## src/rtl/regfile_writeback_arbiter.sv

```systemverilog
// Write-port sequencer for the 32-entry register file.
// Two writeback requesters share the single write port under round-robin
// arbitration. A busy scoreboard tracks the destinations that have writes in
// flight so the issue stage can stall on RAW/WAW hazards.
module regfile_writeback_arbiter #(
   parameter int unsigned ADDR_BUS_WIDTH = 5,
   parameter int unsigned DATA_BUS_WIDTH = 32
) (
   input  logic                      clk,
   input  logic                      reset_n,
   input  logic                      req0_valid,
   input  logic [ADDR_BUS_WIDTH-1:0] req0_addr,
   input  logic [DATA_BUS_WIDTH-1:0] req0_data,
   output logic                      req0_ready,
   input  logic                      req1_valid,
   input  logic [ADDR_BUS_WIDTH-1:0] req1_addr,
   input  logic [DATA_BUS_WIDTH-1:0] req1_data,
   output logic                      req1_ready,
   input  logic                      issue_valid,
   input  logic [ADDR_BUS_WIDTH-1:0] issue_addr,
   output logic                      issue_ready,
   input  logic [ADDR_BUS_WIDTH-1:0] query_addr1,
   input  logic [ADDR_BUS_WIDTH-1:0] query_addr2,
   output logic                      busy1,
   output logic                      busy2,
   output logic [ADDR_BUS_WIDTH-1:0] rf_addr,
   output logic [DATA_BUS_WIDTH-1:0] rf_data,
   output logic                      rf_write_en,
   output logic                      wb_unexpected
);

   localparam int unsigned NUM_REGS = 1 << ADDR_BUS_WIDTH;

   typedef enum logic {
      GRANT_REQ0 = 1'b0,
      GRANT_REQ1 = 1'b1
   } grant_e;

   grant_e                    last_grant_q, last_grant_d;
   logic [NUM_REGS-1:0]       busy_q, busy_d;
   logic [ADDR_BUS_WIDTH-1:0] rf_addr_q, rf_addr_d;
   logic [DATA_BUS_WIDTH-1:0] rf_data_q, rf_data_d;
   logic                      rf_write_en_q, rf_write_en_d;
   logic                      wb_unexpected_q, wb_unexpected_d;

   logic                      grant0, grant1;
   logic                      wb_fire;
   logic [ADDR_BUS_WIDTH-1:0] wb_addr;
   logic [DATA_BUS_WIDTH-1:0] wb_data;
   logic                      issue_fire;
   logic                      same_edge_set;

   // Round-robin grant: a tie goes to the requester that did not win last.
   // Grants are held low while reset is asserted.
   always_comb begin
      grant0 = 1'b0;
      grant1 = 1'b0;
      if (reset_n) begin
         if (req0_valid && req1_valid) begin
            if (last_grant_q == GRANT_REQ1) begin
               grant0 = 1'b1;
            end else begin
               grant1 = 1'b1;
            end
         end else begin
            grant0 = req0_valid;
            grant1 = req1_valid;
         end
      end
   end

   // Winner select and scoreboard reservation qualification.
   always_comb begin
      wb_fire       = grant0 | grant1;
      wb_addr       = grant1 ? req1_addr : req0_addr;
      wb_data       = grant1 ? req1_data : req0_data;
      issue_fire    = reset_n && issue_valid && !busy_q[issue_addr];
      same_edge_set = issue_fire && (issue_addr == wb_addr);
   end

   // Next-state: scoreboard set/clear, write-port load, arbiter history.
   always_comb begin
      busy_d          = busy_q;
      rf_addr_d       = rf_addr_q;
      rf_data_d       = rf_data_q;
      rf_write_en_d   = 1'b0;
      last_grant_d    = last_grant_q;
      wb_unexpected_d = wb_unexpected_q;

      if (wb_fire) begin
         rf_addr_d     = wb_addr;
         rf_data_d     = wb_data;
         rf_write_en_d = (wb_addr != '0);
         last_grant_d  = grant1 ? GRANT_REQ1 : GRANT_REQ0;
         busy_d[wb_addr] = 1'b0;
         if ((wb_addr != '0) && !busy_q[wb_addr] && !same_edge_set) begin
            wb_unexpected_d = 1'b1;
         end
      end

      // Applied after the clear so a same-edge reservation keeps the register busy.
      if (issue_fire) begin
         busy_d[issue_addr] = 1'b1;
      end

      busy_d[0] = 1'b0;
   end

   // State registers with asynchronous active-low reset.
   always_ff @(posedge clk or negedge reset_n) begin
      if (!reset_n) begin
         last_grant_q    <= GRANT_REQ1;
         busy_q          <= '0;
         rf_addr_q       <= '0;
         rf_data_q       <= '0;
         rf_write_en_q   <= 1'b0;
         wb_unexpected_q <= 1'b0;
      end else begin
         last_grant_q    <= last_grant_d;
         busy_q          <= busy_d;
         rf_addr_q       <= rf_addr_d;
         rf_data_q       <= rf_data_d;
         rf_write_en_q   <= rf_write_en_d;
         wb_unexpected_q <= wb_unexpected_d;
      end
   end

   // Output drive.
   always_comb begin
      req0_ready    = grant0;
      req1_ready    = grant1;
      issue_ready   = issue_fire;
      busy1         = busy_q[query_addr1];
      busy2         = busy_q[query_addr2];
      rf_addr       = rf_addr_q;
      rf_data       = rf_data_q;
      rf_write_en   = rf_write_en_q;
      wb_unexpected = wb_unexpected_q;
   end

endmodule

```

## config.mk

```make
export PLATFORM = sky130hd
export DESIGN_NAME = regfile_writeback_arbiter
export DESIGN_NICKNAME = d
export VERILOG_FILES = /design/src/rtl/regfile_writeback_arbiter.sv
export SDC_FILE = /design/constraint.sdc
export NUM_CORES = 1
export LEC_CHECK = 0
export ABC_AREA = 1
export BUFFER_PORTS_ARGS = -buffer_cell sky130_fd_sc_hd__buf_4
export CORE_MARGIN = 2
export CORE_UTILIZATION = 53
export CTS_CLUSTER_DIAMETER = 60
export DETAILED_ROUTE_END_ITERATION = 8
export PLACE_DENSITY = 0.81
export SYNTH_ARGS = -nofsm -noshare
export SYNTH_HDL_FRONTEND = slang
export SYNTH_SLANG_ARGS = --single-unit
```

## constraint.sdc

```tcl
create_clock -name clk -period 1.9 [get_ports clk]
set_input_delay 0.19 -clock clk [delete_from_list [all_inputs] [get_ports clk]]
set_output_delay 0.19 -clock clk [all_outputs]
set_load 0.01 [all_outputs]
```

==> results of run 1 <==
kinds of logic after synthesis:
kind of cell,count (synthesis)
AO/OA/AOI/OAI,164
buffers and inverters,79
flip-flops,71
AND/OR/NAND/NOR,407
per-stage QoR:
step	hold WS [ns]	cells	setup TNS (ns)
2_1_floorplan	-0.106	721	0
3_3_place_gp	0.232	987	0
3_5_place_dp	0.232	987	-0.178
4_1_cts	0.0756	1008	0
5_1_grt	0.0859	1022	-1.04
6_report	0.0787	1022	-0.0833
per-layer routing:
metal | part of all wire | global-route usage
met5 | 0 | 0
met4 | 0.046 | 0.151
met3 | 0.11 | 0.0991
met2 | 0.48 | 0.577
met1 | 0.37 | 0.426
cell type report:
| cell class | count | area [sq um] |
|---|---|---|
| clock buffer | 12 | 155 |
| clock inverter | 4 | 76.3 |
| fill | 669 | 1990 |
| inverter | 48 | 190 |
| multi-input combinational | 572 | 2820 |
| sequential | 71 | 1780 |
| tap | 108 | 135 |
| timing repair buffer | 207 | 1660 |
final timing paths:
check                                          from                       end  slack, ns  cells past startpoint
min in group asynchronous                   reset_n  last_grant_q$_DFFE_PN1N_       0.54                      3
max reg2reg                last_grant_q$_DFFE_PN1N_      busy_q[15]$_DFF_PN0_      -0.02                      9
max in group asynchronous                   reset_n      busy_q[14]$_DFF_PN0_       0.82                      3
max                            busy_q[10]$_DFF_PN0_                     busy1      -0.04                      8
min reg2reg                  rf_addr[1]$_DFFE_PN0N_    rf_addr[1]$_DFFE_PN0N_       0.49                      2
min                                    req1_data[0]    rf_data[0]$_DFFE_PN0N_       0.08                      3
flip-flops by register name, indices dropped and copies added, names as in the netlist:
register       count
rf_data           32
busy_q            31
rf_addr            5
last_grant_q       1
rf_write_en        1
wb_unexpected      1
timing repair:
action,CTS,global route
endpoints found under the setup margin,26,36
setup buffers,2,12
pin swaps,4,19
endpoints found under the hold margin,62,0
hold buffers,3,0
resized for setup,11,55
gates cloned,0,2
cell usage after synthesis (all sizes together):
cell type,n,share of area
o211ai,4,0.0062
dfstp,1,0.0054
inv,47,0.037
buf,19,0.032
a21oi,11,0.011
nand2,286,0.23
nand3b,1,0.0015
o221ai,6,0.011
nor2,78,0.062
o21ai,105,0.13
a31oi,34,0.044
clkinv,1,0.0018
o22ai,4,0.0052
nor3,10,0.015
clkbuf,12,0.0093
dfrtp,70,0.36
nand3,32,0.036
power groups by stage:
stage,Clock [W],Sequential [W],Combinational [W]
2_1_floorplan,0,0.00218,0.000999
3_3_place_gp,0,0.00210,0.00208
3_5_place_dp,0,0.00211,0.00214
4_1_cts,0.00142,0.00209,0.00217
5_1_grt,0.00149,0.00214,0.00257
6_report,0.00142,0.00211,0.00240
critical path: stages, from the launching register on:
cell and delay, ns:
dfrtp_1 0.38, buf_4 0.16, o21ai_0 0.19, nor2_1 0.06, a21oi_1 0.13, o21ai_0 0.12
a21oi_2 0.16, a21oi_2 0.04, buf_4 0.14
==> metrics.cfg, run 1 <==
[global_route]
grt_util_all_layers = 0.349
overflow = 0
grt_first_pass_wirelength_um = 27400
antenna_found_initial = 0
grt_pass1_vias = 5739
grt_max_degree = 65

[sta]
slew_violations = 0
period_needed_ns = 1.94
rsz0062_at_grt = true
worst_pin_slew_ns = 0.586
timing.clock.skew_ns = 0.00612
max-slew-margin-rel = 0.608
finalCritPeriodShare = 1.02
finalSetupViolations = 4
setup_ws_ns = -0.0376
max_freq_mhz = 516
hold_viol = 0

[routing]
wire_per_inst_um = 17.8
drt-total-wl_um = 18200
drt_iter0_drc = 494
vias_per_cell = 5.90
dr.pass1.iters = 6
ant_nets = 0
num_vias = 6033
post-route-drc-count = 0

[power_and_ir_drop]
power_density_nw_per_um2 = 869
power.share.combinational = 0.405
total_power_w = 0.00592
p_sw_frac = 0.370
switchingPower_w = 0.00219
seq_power_share = 0.356
ir_drop_uv = 525
internal_power_w = 0.00373
p_clk_frac = 0.239
p_leak_nw = 3.37

[status]
status = complete, but fails checks
violations = setup timing

[synthesis]
synth_xor_area_frac = 0
synth_area_sq_um = 4850
synth-adder-area-share = 0
synth_compound_area_frac = 0.211
synth_area_per_cell_sq_um = 6.72
synthCells = 721
ys_seq_elements = 71
synth_cell_types = 29
synth_nets = 815
yosys_warnings = 0
synth_seq_area_share = 0.367
synth_top_family_by_area = simple AND/OR/NAND/NOR gates
synthMuxAreaShare = 0
synth-simple-area-share = 0.342

[floorplan]
io_pins = 138
num_rows = 34
die_x_um = 99.6
initial_core_util = 0.550
core_sq_um = 8810
die_h_um = 99.6
dieArea_sq_um = 9930

[setup_path]
endpoint_kind = output port
cp.required_ns = 1.71
worstPathMaxFanout = 4
critPathKind = reg -> out
arrival_ns = 1.75
critPathLaunchType = flip-flop

[placed_design]
numPortBuffers = 137
gp_congestion = 1.04
dpl_cell_area_sq_um = 6240
pre_cts_slack_ns = -0.0420
place_hpwl_um = 12600

[clocking]
clk_latency_ns = 0.36
cts_max_level = 3
root_buffer = clkbuf_8
cts_made_buffers = 9
cts_tree = yes
clkTransAtPathRegs_ns = 0.08
ctsLongestPathBuffers = 2
cts.sinks = 71

[cells_and_area]
final_cell_mix = 271 x nand2_1, 191 x buf_4, 70 x nor2_1
design_area_sq_um = 6820
diodes = 0
area_growth_pct = 40.6
nets = 1003
drive_above_1_share = 0.334
final_util = 0.774
layout_commonest_cell = nand2_1

[worst_hold_path]
worstHoldPathType = in -> reg

[run]
max_cap_viol_count = 0

Power figures use the tool's default switching activity.
==> run 2: changes to the inputs <==
--- a/config.mk
+++ b/config.mk
@@ -12,6 +12,7 @@
 export CTS_CLUSTER_DIAMETER = 60
 export DETAILED_ROUTE_END_ITERATION = 8
 export PLACE_DENSITY = 0.81
+export REMOVE_ABC_BUFFERS = 1
 export SYNTH_ARGS = -nofsm -noshare
 export SYNTH_HDL_FRONTEND = slang
 export SYNTH_SLANG_ARGS = --single-unit
==> run 2 against run 1 <==
  * The run now ends clean
  * Worst setup slack better by 0.075 ns
  * Clock-buffer cell count fell by 2
  * Hold slack gained 0.015 ns
  * Register-to-register slack gained 0.06 ns
  * Die area unchanged
  * Critical path type is now reg -> reg
  * Largest cell class unchanged
==> metrics.cfg, run 2 (same netlist as run 1, synthesis figures left out) <==
[floorplan]
num_rows = 34
die_h_um = 99.6
die_x_um = 99.6
core_sq_um = 8810
io_pins = 138
initial_core_util = 0.550
dieArea_sq_um = 9930

[clocking]
cts_max_level = 3
cts_tree = yes
cts.sinks = 71
ctsLongestPathBuffers = 2
clkTransAtPathRegs_ns = 0.08
clk_latency_ns = 0.34
cts_made_buffers = 9
root_buffer = clkbuf_8

[status]
status = finished, final reports clean

[cells_and_area]
diodes = 0
final_util = 0.746
drive_above_1_share = 0.311
layoutNonFillerInstCount = 1005
final-seq-area_sq_um = 1780
nets = 987
final_cell_mix = 275 x nand2_1, 187 x buf_4, 69 x nor2_1
design_area_sq_um = 6570
multiInputGateArea_sq_um = 2740
area_growth_pct = 35.5
largest_reg_flops = 32
n_fill_cell = 665
layout_commonest_cell = nand2_1

[power_and_ir_drop]
power_density_nw_per_um2 = 873
p_clk_frac = 0.260
power.share.combinational = 0.362
seq_power_share = 0.378
internal_power_w = 0.00369
p_leak_nw = 3.25
p_sw_frac = 0.356
switchingPower_w = 0.00204
ir_drop_uv = 553

[global_route]
grt_first_pass_wirelength_um = 26700
grt_pass1_vias = 5529
antenna_found_initial = 0
overflow = 0
grt_util_all_layers = 0.340
grt_max_degree = 71

[sta]
slew_violations = 0
period_needed_ns = 1.86
max_freq_mhz = 537
max-slew-margin-rel = 0.393
rsz0062_at_grt = true
worst_pin_slew_ns = 0.910
finalCritPeriodShare = 0.981
timing.clock.skew_ns = 0.00914
setup_ws_ns = 0.0370
hold_viol = 0
finalSetupViolations = 0

[placed_design]
numPortBuffers = 137
pre_cts_slack_ns = -0.0411
place_hpwl_um = 12400
dpl_cell_area_sq_um = 6150
gp_congestion = 0.945
place_inst = 976

[routing]
drt-total-wl_um = 16600
drt_iter0_drc = 433
num_vias = 5706
dr.pass1.iters = 5
vias_per_cell = 5.68
ant_nets = 0
wire_per_inst_um = 16.5
post-route-drc-count = 0

[setup_path]
critPathBufInv = 1
endpoint_kind = flip-flop
critPathKind = reg -> reg
cp_slowest_stage_delay_ns = 0.56
path_delay_family = simple AND/OR/NAND/NOR gates
critPathLaunchType = flip-flop
crit_slowest_cell = dfstp_2
cp.required_ns = 2.14
path_cells = nand2_4 -> buf_4 -> nand3_1 -> nand2_4 -> nand2_1 -> nand2_1 -> nor2_1 -> nand3_1 -> nor2_2 -> nor2_1 -> nand3_1 -> nand2_1
worstPathMaxFanout = 19
arrival_ns = 2.10

[worst_hold_path]
worstHoldPathType = in -> reg

[run]
max_cap_viol_count = 0

## run 2: cell count changes in the layout (fill, tap and decap cells not counted), sizes merged
cell / delta
buf: -14
clkbuf: -2
dlygate4sd3: -2
inv: -1
bufinv: +1
clkinv: +1
## run 2: area by class of cell
cell class	count	share of cell area
Clock inverter	5	0.0162
Clock buffer	10	0.0210
Multi-Input combinational cell	572	0.418
Tap cell	108	0.0206
Inverter	48	0.0286
Timing Repair Buffer	191	0.224
Sequential cell	71	0.271
## run 2: metrics by stage
step / setup TNS (ns) / power (W) / hold slack (ns)
after floorplan: -43.28 / 0.00312 / -0.106
after global placement: 0 / 0.00407 / 0.181
after detailed placement: -0.295 / 0.00412 / 0.182
after CTS: 0 / 0.00564 / 0.0836
after global routing: -0.278 / 0.00606 / 0.0817
final: 0 / 0.00573 / 0.0937
## run 2: final timing paths
kind                                          startpoint                        end  slack, ns  depth (start not counted)
worst min-delay path                       req1_data[13]    rf_data[13]$_DFFE_PN0N_       0.09                          3
min in group asynchronous                        reset_n    rf_data[27]$_DFFE_PN0N_       0.13                          2
worst max register to register  last_grant_q$_DFFE_PN1N_  wb_unexpected$_DFFE_PN0P_       0.04                         12
worst max-delay path            last_grant_q$_DFFE_PN1N_  wb_unexpected$_DFFE_PN0P_       0.04                         12
max in group asynchronous                        reset_n       busy_q[27]$_DFF_PN0_       1.12                          2
worst min register to register    rf_addr[4]$_DFFE_PN0N_     rf_addr[4]$_DFFE_PN0N_       0.50                          2
## run 2: routing by layer
layer	GRT usage	part of all wire
met2	0.567	0.48
met5	0	0
met1	0.415	0.37
met3	0.0900	0.11
met4	0.150	0.037
## run 2: what timing repair did
item,4_1_cts,5_1_grt
gates cloned,0,1
pin swaps,1,8
setup buffers,1,11
endpoints found under the hold margin,1,0
hold buffers,1,0
endpoints found under the setup margin,18,37
gates resized for setup,8,25
## run 2: worst register-to-register path, stage by stage (launching register included)
cell	delay (ns)
dfstp_2	0.56
nand2_4	0.10
buf_4	0.17
nand3_1	0.13
nand2_4	0.17
nand2_1	0.10
nand2_1	0.05
nor2_1	0.11
nand3_1	0.10
nor2_2	0.13
nor2_1	0.05
nand3_1	0.06
nand2_1	0.05
## run 2: power by group through the flow
| stage | logic (W) | registers [W] | clock network (W) |
|---|---|---|---|
| 2_1_floorplan | 0.000932 | 0.00218 | 0 |
| 3_3_place_gp | 0.00189 | 0.00218 | 0 |
| 3_5_place_dp | 0.00194 | 0.00219 | 0 |
| 4_1_cts | 0.00196 | 0.00217 | 0.00151 |
| 5_1_grt | 0.00228 | 0.00221 | 0.00157 |
| 6_report | 0.00207 | 0.00217 | 0.00149 |
==> run 3: changes to the inputs <==
--- a/config.mk
+++ b/config.mk
@@ -12,6 +12,7 @@
 export CTS_CLUSTER_DIAMETER = 60
 export DETAILED_ROUTE_END_ITERATION = 8
 export PLACE_DENSITY = 0.81
+export RECOVER_POWER = 100
 export REMOVE_ABC_BUFFERS = 1
 export SYNTH_ARGS = -nofsm -noshare
 export SYNTH_HDL_FRONTEND = slang
==> run 3 against run 2 <==
  * Die area did not move
  * Core utilization down 1.7 points
  * Largest cell class unchanged
  * Sequential share of layout area up 0.65 points
==> metrics.cfg, run 3 (same netlist as run 1, synthesis figures left out) <==
[power_and_ir_drop]
total_power_w = 0.00558
seq_power_share = 0.388
p_sw_frac = 0.365
power_density_nw_per_um2 = 871
ir_drop_uv = 541
internal_power_w = 0.00355
switchingPower_w = 0.00204
power.share.combinational = 0.344
p_clk_frac = 0.268
p_leak_nw = 3.11

[routing]
drt_iter0_drc = 398
dr.pass1.iters = 6
num_vias = 5698
wire_per_inst_um = 16.4
post-route-drc-count = 0
ant_nets = 0
drt-total-wl_um = 16500
vias_per_cell = 5.67

[global_route]
top_usage_layer = met2
overflow = 0
grt_max_degree = 71
antenna_found_initial = 0
grt_pass1_vias = 5529
gr-usage-met3 = 0.0900
grt_first_pass_wirelength_um = 26700
gr-usage-met2 = 0.567
grt_util_all_layers = 0.340
grt_util_met1 = 0.415

[floorplan]
num_rows = 34
core_sq_um = 8810
die_h_um = 99.6
initial_core_util = 0.550
dieArea_sq_um = 9930
io_pins = 138
die_x_um = 99.6

[setup_path]
critPathBufInv = 1
critPathLaunchType = flip-flop
path_cells = nand2_4 -> buf_4 -> nand3_1 -> nand2_4 -> nand2_1 -> nand2_1 -> nor2_1 -> nand3_1 -> nor2_2 -> nor2_1 -> nand3_1 -> nand2_1
critPathKind = reg -> reg
cp_slowest_stage_delay_ns = 0.56
endpoint_kind = flip-flop
arrival_ns = 2.11
cp.required_ns = 2.14
worstPathMaxFanout = 19
path_delay_family = simple AND/OR/NAND/NOR gates
crit_slowest_cell = dfstp_2

[clocking]
cts_made_buffers = 9
root_buffer = clkbuf_8
ctsLongestPathBuffers = 2
cts.sinks = 71
cts_max_level = 3
clk_latency_ns = 0.35
clkTransAtPathRegs_ns = 0.08
cts_tree = yes

[placed_design]
numPortBuffers = 137
gp_congestion = 0.945
pre_cts_slack_ns = -0.0411
place_hpwl_um = 12400
dpl_cell_area_sq_um = 6150

[cells_and_area]
largest_reg_flops = 32
layout_commonest_cell = nand2_1
area_growth_pct = 32.3
diodes = 0
n_fill_cell = 705
final_cell_mix = 275 x nand2_1, 145 x buf_4, 69 x nor2_1
final_util = 0.728
design_area_sq_um = 6410
nets = 987
drive_above_1_share = 0.266

[worst_hold_path]
worstHoldPathType = in -> reg

[sta]
worst_pin_slew_ns = 0.964
slew_violations = 0
finalCritPeriodShare = 0.984
finalSetupViolations = 0
rsz0062_at_grt = true
hold_viol = 0
tns_ns = 0
setup_ws_ns = 0.0302
period_needed_ns = 1.87
timing.clock.skew_ns = 0.0107
max-slew-margin-rel = 0.357
max_freq_mhz = 535

[run]
max_cap_viol_count = 0

[status]
status = finished, final reports clean

[run 3: routing by layer]
metal | vias to the layer above | wire, um
met5 | - | 0
met4 | 0 | 705
met3 | 73 | 1780
met2 | 353 | 7850
met1 | 2564 | 6150
li1 | 2708 | -
[run 3: power by group through the flow]
stage          Clock (W)  Sequential (W)  Combinational, W
2_1_floorplan          0         0.00218          0.000932
3_3_place_gp           0         0.00218           0.00189
3_5_place_dp           0         0.00219           0.00194
4_1_cts          0.00151         0.00217           0.00196
5_1_grt          0.00157         0.00220           0.00213
6_report         0.00150         0.00217           0.00192
[run 3: worst paths after layout]
| path | end | from | cells after the start | slack, ns |
|---|---|---|---|---|
| worst max-delay path | wb_unexpected$_DFFE_PN0P_ | last_grant_q$_DFFE_PN1N_ | 12 | 0.03 |
| worst min-delay path | rf_data[13]$_DFFE_PN0N_ | req1_data[13] | 3 | 0.09 |
| worst max register to register | wb_unexpected$_DFFE_PN0P_ | last_grant_q$_DFFE_PN1N_ | 12 | 0.03 |
| worst min register to register | rf_addr[4]$_DFFE_PN0N_ | rf_addr[4]$_DFFE_PN0N_ | 2 | 0.50 |
| max in group asynchronous | busy_q[27]$_DFF_PN0_ | reset_n | 2 | 0.78 |
| min in group asynchronous | rf_data[27]$_DFFE_PN0N_ | reset_n | 2 | 0.43 |
[run 3: what timing repair did]
| item | 4_1_cts | 5_1_grt |
|---|---|---|
| gates cloned | 0 | 1 |
| setup buffers | 1 | 11 |
| pin swaps | 1 | 8 |
| hold endpoints to repair | 1 | 0 |
| setup endpoints to repair | 18 | 37 |
| gates resized for setup | 8 | 25 |
| hold buffers | 1 | 0 |
[run 3: tightest hold or removal path: stages]
cell and delay, ns:
buf_4 0.11, nand2_1 0.05, a31oi_1 0.06
[run 3: area by class of cell]
class / count / area [sq um] / area share
sequential: 71 / 1780 / 0.278
tap: 108 / 135 / 0.0211
clock inverter: 5 / 106 / 0.0166
clock buffer: 10 / 138 / 0.0215
inverter: 48 / 188 / 0.0293
multi-input combinational: 572 / 2740 / 0.428
timing repair buffer: 191 / 1320 / 0.206
[run 3: per-stage QoR]
step	std cells	hold WS, ns
6_report	1005	0.0905
5_1_grt	1005	0.0817
4_1_cts	993	0.0836
3_5_place_dp	976	0.182
3_3_place_gp	976	0.181
2_1_floorplan	690	-0.106
